<file path="src/rtl/mode_pkg.sv">
// Types and constants shared by mode_select and the mode/status report transmitter.
package mode_pkg;

    typedef enum logic [1:0] {
        Initialise = 2'b00,
        Manual     = 2'b01,
        Auto       = 2'b10
    } mode_t;

    typedef enum logic [2:0] {
        IDLE   = 3'd0,
        START  = 3'd1,
        DATA   = 3'd2,
        STOP   = 3'd3,
        PARITY = 3'd4
    } tx_state_t;

    localparam logic [7:0] REPORT_HEADER = 8'hA5;
    localparam int         REPORT_LEN    = 3;

    function automatic logic [7:0] report_checksum(input logic [7:0] header,
                                                   input logic [7:0] status);
        return header ^ status;
    endfunction

endpackage

</file>
<file path="src/rtl/uart_tx_byte.sv">
// Single-byte UART serialiser: start, 8 data bits LSB first, optional even parity
// (MODE_REPORT_PARITY_EN), stop. A load during the last stop cycle chains the next byte with no gap.
module uart_tx_byte
    import mode_pkg::*;
#(
    parameter int CLKS_PER_BIT = 4
) (
    input  logic       clk,
    input  logic       reset,
    input  logic       load,
    input  logic [7:0] data,
    output logic       tx,
    output logic       idle,
    output logic       byte_end
);

    localparam int CNT_W = (CLKS_PER_BIT > 2) ? $clog2(CLKS_PER_BIT) : 1;

    tx_state_t        state_q, state_d;
    logic [CNT_W-1:0] cnt_q, cnt_d;
    logic [2:0]       bit_idx_q, bit_idx_d;
    logic [7:0]       data_q, data_d;
    logic             tx_q, tx_d;
    logic             last_tick;

    assign last_tick = (cnt_q == CNT_W'(CLKS_PER_BIT - 1));
    assign tx        = tx_q;
    assign idle      = (state_q == IDLE);
    assign byte_end  = (state_q == STOP) && last_tick;

    always_comb begin
        state_d   = state_q;
        cnt_d     = cnt_q + CNT_W'(1);
        bit_idx_d = bit_idx_q;
        data_d    = data_q;
        tx_d      = tx_q;
        case (state_q)
            IDLE: begin
                cnt_d = '0;
                tx_d  = 1'b1;
                if (load) begin
                    state_d   = START;
                    data_d    = data;
                    bit_idx_d = '0;
                    tx_d      = 1'b0;
                end
            end
            START: begin
                if (last_tick) begin
                    cnt_d     = '0;
                    state_d   = DATA;
                    bit_idx_d = '0;
                    tx_d      = data_q[0];
                end
            end
            DATA: begin
                if (last_tick) begin
                    cnt_d = '0;
                    if (bit_idx_q == 3'd7) begin
`ifdef MODE_REPORT_PARITY_EN
                        state_d = PARITY;
                        tx_d    = ^data_q;
`else
                        state_d = STOP;
                        tx_d    = 1'b1;
`endif
                    end else begin
                        bit_idx_d = bit_idx_q + 3'd1;
                        tx_d      = data_q[bit_idx_d];
                    end
                end
            end
`ifdef MODE_REPORT_PARITY_EN
            PARITY: begin
                if (last_tick) begin
                    cnt_d   = '0;
                    state_d = STOP;
                    tx_d    = 1'b1;
                end
            end
`endif
            STOP: begin
                if (last_tick) begin
                    cnt_d     = '0;
                    bit_idx_d = '0;
                    if (load) begin
                        state_d = START;
                        data_d  = data;
                        tx_d    = 1'b0;
                    end else begin
                        state_d = IDLE;
                        tx_d    = 1'b1;
                    end
                end
            end
            default: begin
                state_d = IDLE;
                cnt_d   = '0;
                tx_d    = 1'b1;
            end
        endcase
    end

    always_ff @(posedge clk) begin
        if (reset) begin
            state_q   <= IDLE;
            cnt_q     <= '0;
            bit_idx_q <= '0;
            data_q    <= '0;
            tx_q      <= 1'b1;
        end else begin
            state_q   <= state_d;
            cnt_q     <= cnt_d;
            bit_idx_q <= bit_idx_d;
            data_q    <= data_d;
            tx_q      <= tx_d;
        end
    end

endmodule

</file>
<file path="src/rtl/mode_report_tx.sv">
// Sends 3-byte mode/status reports (header, status, checksum) back to the Arduino.
// Define MODE_REPORT_PARITY_EN for 8E1 framing instead of 8N1.
module mode_report_tx
    import mode_pkg::*;
#(
    parameter int         CLK_FREQ = 50_000_000,
    parameter int         BAUD     = 115200,
    parameter logic [7:0] HEADER   = REPORT_HEADER
) (
    input  logic       clk,
    input  logic       reset,
    input  logic       manual_on,
    input  logic       auto_on,
    input  logic       send_req,
    input  logic [5:0] user_status,
    output logic       tx,
    output logic       busy,
    output logic       done
);

    localparam int         CLKS_PER_BIT = CLK_FREQ / BAUD;
    localparam logic [1:0] LAST_BYTE    = 2'(REPORT_LEN - 1);

    if (CLKS_PER_BIT < 2) begin : g_bad_baud
        $error("mode_report_tx: CLK_FREQ/BAUD must be at least 2");
    end

    logic [1:0] prev_mode_q, prev_mode_d;
    logic [7:0] status_q, status_d;
    logic [1:0] byte_idx_q, byte_idx_d;
    logic       busy_q, busy_d;
    logic       done_q, done_d;
    logic       pending_q, pending_d;

    logic [1:0] mode_now;
    logic       trigger;
    logic       load;
    logic [7:0] load_data;
    logic       tx_idle;
    logic       byte_end;

    assign mode_now = {auto_on, manual_on};
    assign trigger  = (mode_now != prev_mode_q) || send_req;
    assign busy     = busy_q;
    assign done     = done_q;

    // Byte sequencing: start on trigger/pending, chain the next byte on each stop-bit end.
    always_comb begin
        prev_mode_d = mode_now;
        status_d    = status_q;
        byte_idx_d  = byte_idx_q;
        busy_d      = busy_q;
        done_d      = 1'b0;
        pending_d   = pending_q;
        load        = 1'b0;
        load_data   = HEADER;
        if (!busy_q) begin
            if ((trigger || pending_q) && tx_idle) begin
                load       = 1'b1;
                busy_d     = 1'b1;
                pending_d  = 1'b0;
                status_d   = {auto_on, manual_on, user_status};
                byte_idx_d = '0;
            end
        end else begin
            if (trigger) begin
                pending_d = 1'b1;
            end
            if (byte_end) begin
                if (byte_idx_q < LAST_BYTE) begin
                    load       = 1'b1;
                    load_data  = (byte_idx_q == 2'd0) ? status_q
                                                      : report_checksum(HEADER, status_q);
                    byte_idx_d = byte_idx_q + 2'd1;
                end else begin
                    busy_d     = 1'b0;
                    done_d     = 1'b1;
                    byte_idx_d = '0;
                end
            end
        end
    end

    always_ff @(posedge clk) begin
        if (reset) begin
            prev_mode_q <= 2'b00;
            status_q    <= '0;
            byte_idx_q  <= '0;
            busy_q      <= 1'b0;
            done_q      <= 1'b0;
            pending_q   <= 1'b0;
        end else begin
            prev_mode_q <= prev_mode_d;
            status_q    <= status_d;
            byte_idx_q  <= byte_idx_d;
            busy_q      <= busy_d;
            done_q      <= done_d;
            pending_q   <= pending_d;
        end
    end

    uart_tx_byte #(
        .CLKS_PER_BIT(CLKS_PER_BIT)
    ) u_tx_byte (
        .clk     (clk),
        .reset   (reset),
        .load    (load),
        .data    (load_data),
        .tx      (tx),
        .idle    (tx_idle),
        .byte_end(byte_end)
    );

endmodule
</file>
<file path="config.mk">
export PLATFORM = sky130hd
export DESIGN_NAME = mode_report_tx
export DESIGN_NICKNAME = d
export VERILOG_FILES = /design/src/rtl/mode_pkg.sv /design/src/rtl/uart_tx_byte.sv /design/src/rtl/mode_report_tx.sv
export SDC_FILE = /design/constraint.sdc
export NUM_CORES = 1
export LEC_CHECK = 0
export CORE_MARGIN = 5
export CORE_UTILIZATION = 57
export DETAILED_ROUTE_END_ITERATION = 6
export PLACE_DENSITY = 0.77
export SETUP_SLACK_MARGIN = 0.4
export SLEW_MARGIN = 10
export SYNTH_ARGS = -nofsm -noshare
export SYNTH_HDL_FRONTEND = slang
export SYNTH_SLANG_ARGS = --single-unit
</file>
<file path="constraint.sdc">
create_clock -name clk -period 2.2 [get_ports clk]
set_input_delay 0.66 -clock clk [delete_from_list [all_inputs] [get_ports clk]]
set_output_delay 0.66 -clock clk [all_outputs]
set_load 0.01 [all_outputs]
</file>
==> metrics.csv, run 1 <==
stage,metric,value,unit
timing,timing.slew.headroom,71.1,%
synth,synth_top_area_share,42.6,%
worst_setup_path,path_cells,ha_4 -> ha_4 -> mux4_2 -> mux2_2 -> o21ai_2 -> a32oi_1,
synth,syn-num-nets,207,
global_route,grt_usage,21.3,%
place,routabilityCongestion,0.806,
synth,ys.flop_type,dfxtp_1,
worst_setup_path,cpPeakStageDelay,490,ps
final_layout,drive_above_1_share,29.6,%
routing,via_per_inst,5.61,
routing,drtIter0Drc,53,
worst_setup_path,critPathRequiredTime,2430,ps
place,dpl_cell_area,2050,um^2
worst_setup_path,endpoint_kind,flop,
timing,slew_violations,0,
timing,tightest_slew,432,ps
cts,htree_levels,2,
pwr,netSwitchingPower,0.836,mW
final_layout,area_delta_synth_final,29.0,%
worst_setup_path,critPathSlowestCell,mux4_2,
cts,tritoncts,built,
global_route,grt_overflow,0,
timing,clock_skew,6.25,ps
pwr,p_leak,0.829,nW
pwr,seqPwrFrac,40.2,%
synth,syn_inst,188,
run,cap_violations,0,
place,place_hpwl,2760,um
synth,synth_top_family_by_area,simple AND/OR/NAND/NOR gates,
final_layout,n_fill_cell,212,
pwr,switching_share,36.4,%
synth,ys_types,42,
pwr,clkPwrFrac,16.6,%
place,dpl_worst_slack,-400,ps
synth,synth_most_common_cell,dfxtp_1,
timing,finalCritPeriodShare,84.9,%
timing,finalSetupViolCount,0,
timing,rsz0062_at_grt,yes,
cts,cts_root_buf,clkbuf_4,
floorplan,core,3030,um^2
routing,routed_wirelength,4050,um
timing,fmax,536,MHz
cts,numCtsBuffers,5,
cts,clk_pin_slew,110,ps
global_route,antenna_found_initial,0,
worst_setup_path,worstSetupStartpointType,flop,
final_layout,stdcell_area,2300,um^2
timing,hold_violations,0,
hold_path,min_path_type,reg2reg,
global_route,grt_pass1_wl,7050,um
floorplan,die_x,66.0,um
synth,synth_area,1790,um^2
routing,routedWlPerCell,15.1,um
worst_setup_path,cp_common_cell,ha_4,
worst_setup_path,crit_fanout,2,
final_layout,n_antenna_cell,0,
floorplan,die_area,4350,um^2
synth,postSynthAreaPerCell,9.50,um^2
global_route,grt_max_degree,26,
pwr,p_per_area,996,nW/um^2
status,status,"finished, final reports clean",
synth,synth.area.mux_share,5.40,%
floorplan,rows,20,
routing,drc_errors,0,
place,portBuffers,13,
synth,synth_top_cell_by_area,dfxtp_1,
synth,synth_common_cells,"dfxtp_1, nand2_1, a21oi_1",
cts,clockBufferDepth,2,
pwr,power_frac_comb,43.1,%
timing,holdWs,464,ps
worst_setup_path,rr_worst_depth,6,
synth,synth_compound_area_share,16.2,%
worst_setup_path,worstPathArrival,2100,ps
cts,postCtsHoldBufs,0,
pwr,intPower,1.46,mW
routing,vias,1497,
pwr,peakVddDrop,0.555,mV
worst_setup_path,critPathKind,reg2reg,
synth,synth_edf_count,0,
synth,ys_ff_latch,38,
synth,synthAdderAreaFrac,5.61,%
synth,synthXorXnorAreaFrac,6.38,%
cts,clock_latency,350,ps
synth,yosys.area_share.simple,20.8,%
synth,ys_seq_area_share,42.6,%
timing,worst_slack,333,ps
hold_path,hold-path-cell-count,1,
timing,period_needed,1870,ps
synth,ys.warnings.count,0,
routing,ant_nets,0,
synth,synthArstFlopShare,0,%
final_layout,final_nets,241,
synth,synthTopCellsByArea,"dfxtp_1, ha_1, nand2_1, a21oi_1, xor2_1",
floorplan,io_pins,14,
floorplan,die_h,66.0,um
cts,clock_sink_count,38,
global_route,grt_pass1_vias,1563,
floorplan,start_util,59.0,%
routing,dr.pass1.iters,5,
-- critical path, delay by kind of cell, from the launching register on --
family	cells	cell delay [ps]
compound gates	2	200
flops	1	370
fa+ha+maj	2	420
mux	2	770
-- state kept, by name, indices dropped and copies added (netlist names), 2 cells and up --
name,cells
u_tx_byte.state_q,2
u_tx_byte.cnt_q,9
status_q,8
u_tx_byte.bit_idx_q,3
prev_mode_q,2
byte_idx_q,2
u_tx_byte.data_q,8
-- power by group through the flow --
stage | Combinational (mW) | Clock, mW | Sequential (mW)
detailed placement | 0.821 | 0 | 0.921
floorplan | 0.607 | 0 | 0.897
global route | 1.09 | 0.430 | 0.937
global placement | 0.777 | 0 | 0.910
CTS | 0.944 | 0.391 | 0.920
finish | 0.989 | 0.382 | 0.923
-- cell type report --
class                           instances  area [um^2]  area share [%]
Timing Repair Buffer                   33          282            12.2
Multi-Input combinational cell        138         1110            48.3
Tap cell                               44         55.1            2.39
Clock buffer                            7         55.1            2.39
Inverter                                6         22.5           0.978
Sequential cell                        38          772            33.5
Clock inverter                          1         5.00           0.217
-- final timing paths --
| kind | endpoint | start | slack (ps) |
|---|---|---|---|
| worst max-delay path | u_tx_byte.tx$_SDFFE_PP1P_ | u_tx_byte.bit_idx_q[0]$_SDFFE_PP0P_ | 330 |
| worst min-delay path | u_tx_byte.cnt_q[0]$_SDFF_PP0_ | u_tx_byte.cnt_q[0]$_SDFF_PP0_ | 460 |
| worst max register to register | u_tx_byte.tx$_SDFFE_PP1P_ | u_tx_byte.bit_idx_q[0]$_SDFFE_PP0P_ | 330 |
| worst min register to register | u_tx_byte.cnt_q[0]$_SDFF_PP0_ | u_tx_byte.cnt_q[0]$_SDFF_PP0_ | 460 |
-- placed cells by master, fill, tap and decap left out, drive strengths merged, types with 2 or more instances in the layout --
master,n
dfxtp,38
xnor2,6
clkbuf,7
a311oi,4
mux2i,4
nand3,7
nor2b,8
clkdlybuf4s50,7
clkdlybuf4s15,2
nand2,26
nand4,2
nor3,3
mux4,2
a32o,4
nand3b,3
xor2,7
or3,2
ha,8
dlygate4sd2,4
o21a,4
nor2,14
buf,20
a21oi,16
inv,6
-- cells by family after synthesis --
logic type / Yosys count
buffers and inverters: 12
multiplexers: 7
adder cells (fa/ha/maj): 8
AND/OR/NAND/NOR: 73
AO/OA/AOI/OAI: 37
XOR/XNOR: 13
flip-flops: 38
-- per-layer routing --
layer  routed length, um  up-vias  global-route usage (%)
met4                  89        0                    7.36
met2                2140       27                    38.8
li1                    -      748                       -
met5                   0        -                       0
met1                1680      715                    23.6
met3                 137        7                    5.95
-- through the flow --
stage | utilization [%] | setup TNS (ps) | cells | total power, mW
after floorplan | - | 0 | 188 | 1.50
after global placement | 67.6 | -3790 | 247 | 1.69
after detailed placement | 67.6 | -6000 | 247 | 1.74
after CTS | 74.8 | 0 | 264 | 2.25
after global routing | 76.1 | 0 | 267 | 2.45
final | 76.1 | 0 | 267 | 2.29
-- repair_timing --
item | 4_1_cts | 5_1_grt
setup buffers | 9 | 3
pin swaps | 11 | 6
endpoints found under the hold margin | 0 | 0
gates resized for setup | 35 | 5
setup endpoints to repair | 27 | 17
Power figures use the tool's default switching activity.
==> run 2: changes to the inputs <==
- clock period: 2.2 -> 1.95 ns (I/O delays scaled with it)
==> run 2 against run 1 <==
  * Critical path depth unchanged
  * Via count is 14% higher
  * Worst setup slack got worse by 300 ps
  * Critical path type unchanged
  * Critical endpoint is now u_tx_byte.data_q[5]$_SDFFE_PP0P_
  * Largest power group unchanged
==> metrics.csv, run 2 (synthesis gave the netlist of run 1 again) <==
stage,metric,value,unit,change
cts,clockBufferDepth,2,,unchanged
routing,via_per_inst,5.94,,+6.0%
worst_setup_path,cp_common_cell,buf_6,,
global_route,antenna_found_initial,0,,unchanged
pwr,seqPwrFrac,34.9,%,-5.3 points
floorplan,rows,20,,unchanged
global_route,grt_pass1_vias,1654,,+5.8%
floorplan,die_area,4350,um^2,unchanged
pwr,p_per_area,1170,nW/um^2,+18%
place,routabilityCongestion,0.805,,about the same
final_layout,fin_cells,288,,+7.9%
worst_setup_path,critPathKind,reg2reg,,
timing,clock_skew,6.39,ps,+0.134 ps
cts,clk_pin_slew,110,ps,about the same
floorplan,start_util,59.0,%,unchanged
timing,tightest_slew,411,ps,-22.0 ps
final_layout,n_fill_cell,139,,-34%
floorplan,core,3030,um^2,unchanged
timing,period_needed,1920,ps,+54.7 ps
worst_setup_path,worstPathArrival,2240,ps,+140 ps
timing,rsz0062_at_grt,yes,,
routing,vias,1712,,+14%
final_layout,final_cell_mix,"dfxtp_1, buf_4, nand2_1, nor2_1, a21oi_2",,
final_layout,area_delta_synth_final,46.2,%,
cts,tritoncts,built,,
pwr,netSwitchingPower,1.16,mW,+39%
cts,postCtsHoldBufs,0,,unchanged
final_layout,stdcell_area,2610,um^2,+13%
floorplan,die_x,66.0,um,unchanged
final_layout,n_antenna_cell,0,,unchanged
place,place_hpwl,2970,um,+7.8%
final_layout,top_register,u_tx_byte.cnt_q,,
routing,routed_wirelength,5270,um,+30%
worst_setup_path,critPathRequiredTime,2270,ps,-160 ps
routing,dr.pass1.iters,4,,-1
timing,finalCritPeriodShare,98.6,%,+14 points
hold_path,min_path_type,reg2reg,,
timing,timing.slew.headroom,72.6,%,+1.5 points
routing,drc_errors,0,,unchanged
worst_setup_path,worst-path-buf-inv,2,,+2
pwr,peakVddDrop,0.819,mV,+48%
pwr,p_leak,0.984,nW,+19%
worst_setup_path,endpoint_kind,flop,,
timing,finalSetupViolCount,0,,unchanged
global_route,grt_usage,22.2,%,+0.84 points
final_layout,largest_reg_flops,9,,unchanged
timing,fmax,520,MHz,-2.8%
timing,slew_violations,0,,unchanged
final_layout,final_nets,262,,+8.7%
routing,wl_met2,2650,um,+24%
cts,numCtsBuffers,5,,unchanged
floorplan,die_h,66.0,um,unchanged
routing,top_layer_used,met4,,
place,dpl_cell_area,2130,um^2,+4.3%
timing,hold_violations,0,,unchanged
place,portBuffers,13,,unchanged
pwr,switching_share,38.1,%,+1.6 points
global_route,grt_max_degree,20,,-23%
global_route,grt_overflow,0,,unchanged
run,cap_violations,0,,unchanged
cts,clock_sink_count,38,,unchanged
routing,drtIter0Drc,155,,+190%
cts,cts_root_buf,clkbuf_4,,
timing,holdWs,479,ps,+15.1 ps
place,dp.cells,255,,+3.2%
worst_setup_path,critPathSlowestCell,or3_4,,
routing,ant_nets,0,,unchanged
status,status,"finished, final reports clean",,
final_layout,drive_above_1_share,45.5,%,+16 points
floorplan,io_pins,14,,unchanged
worst_setup_path,worstSetupStartpointType,flop,,
worst_setup_path,path_cells,nand4bb_1 -> or3_4 -> buf_6 -> buf_6 -> a221oi_4 -> o21a_1,,
worst_setup_path,crit_fanout,4,,+2
pwr,clkPwrFrac,14.7,%,-1.9 points
worst_setup_path,worst_path_dominant_cell_family,simple AND/OR/NAND/NOR gates,,
pwr,power_frac_comb,50.4,%,+7.3 points
routing,wl_met1,2050,um,+22%
routing,wl_met3,278,um,+100%
global_route,grt_pass1_wl,7340,um,+4.1%
cts,htree_levels,2,,unchanged
final_layout,top_regs,"u_tx_byte.cnt_q (9), status_q (8), u_tx_byte.data_q (8)",,
routing,routedWlPerCell,18.3,um,+21%
cts,clock_latency,370,ps,+20 ps
worst_setup_path,cpPeakStageDelay,450,ps,-40 ps
pwr,intPower,1.89,mW,+30%
[run 2: changes by cell type in the layout (fill, tap and decap cells not counted), moves of 4 or more]
| cell | change |
|---|---|
| buf_6 | +9 |
| buf_4 | +12 |
| nand2_4 | +4 |
| a21oi_1 | -9 |
| nand2_2 | +5 |
| nand2_1 | -9 |
| a21oi_2 | +9 |
[run 2: repair_timing]
action	4_1_cts	5_1_grt
setup endpoints to repair	33	37
cloned	1	0
hold endpoints to repair	0	0
setup buffers	17	7
pin swaps	9	29
gates resized for setup	44	43
[run 2: final cells by class]
type,instances,area (um^2),area share [%]
Clock inverter,1,5.00,0.192
Inverter,6,27.5,1.05
Clock buffer,7,55.1,2.11
Multi-Input combinational cell,138,1220,46.8
Sequential cell,38,779,29.9
Timing Repair Buffer,54,465,17.8
Tap cell,44,55.1,2.11
[run 2: worst paths after layout]
path | startpoint | end | slack (ps) | cells after the start
max reg2reg | u_tx_byte.cnt_q[7]$_SDFF_PP0_ | u_tx_byte.data_q[5]$_SDFFE_PP0P_ | 30 | 6
min | status_q[2]$_SDFFE_PP0P_ | status_q[2]$_SDFFE_PP0P_ | 480 | 2
min reg2reg | status_q[2]$_SDFFE_PP0P_ | status_q[2]$_SDFFE_PP0P_ | 480 | 2
max | u_tx_byte.cnt_q[7]$_SDFF_PP0_ | u_tx_byte.data_q[5]$_SDFFE_PP0P_ | 30 | 6
[run 2: metrics by stage]
| step | setup slack, ps | TNS [ps] | power, mW | util (%) |
|---|---|---|---|---|
| finish | 28.0 | 0 | 3.06 | 86.2 |
| detailed placement | -566 | -9380 | 2.05 | 70.5 |
| floorplan | 129 | 0 | 1.75 | - |
| global placement | -470 | -7850 | 1.99 | 70.5 |
| global route | -19.7 | -19.7 | 3.22 | 86.2 |
| CTS | 40.7 | 0 | 2.74 | 80.3 |
[run 2: power by group through the flow]
stage / clock, mW / combinational (mW) / sequential [mW]
2_1_floorplan: 0 / 0.738 / 1.02
3_3_place_gp: 0 / 0.966 / 1.03
3_5_place_dp: 0 / 1.01 / 1.04
4_1_cts: 0.434 / 1.27 / 1.04
5_1_grt: 0.489 / 1.65 / 1.08
6_report: 0.450 / 1.54 / 1.07
[run 2: worst reg2reg max path, delay by kind of cell (launching register included)]
family	cells	cell delay, ps
AOI/OAI and AO/OA	2	530
buffers and inverters	2	250
DFF	1	420
and+or+nand+nor	2	670
[run 2: layer usage]
layer  track usage, %  up-vias
li1                 -      785
met1             24.6      840
met2             38.9       57
met3             6.12       30
met4             10.4        0
met5                0        -
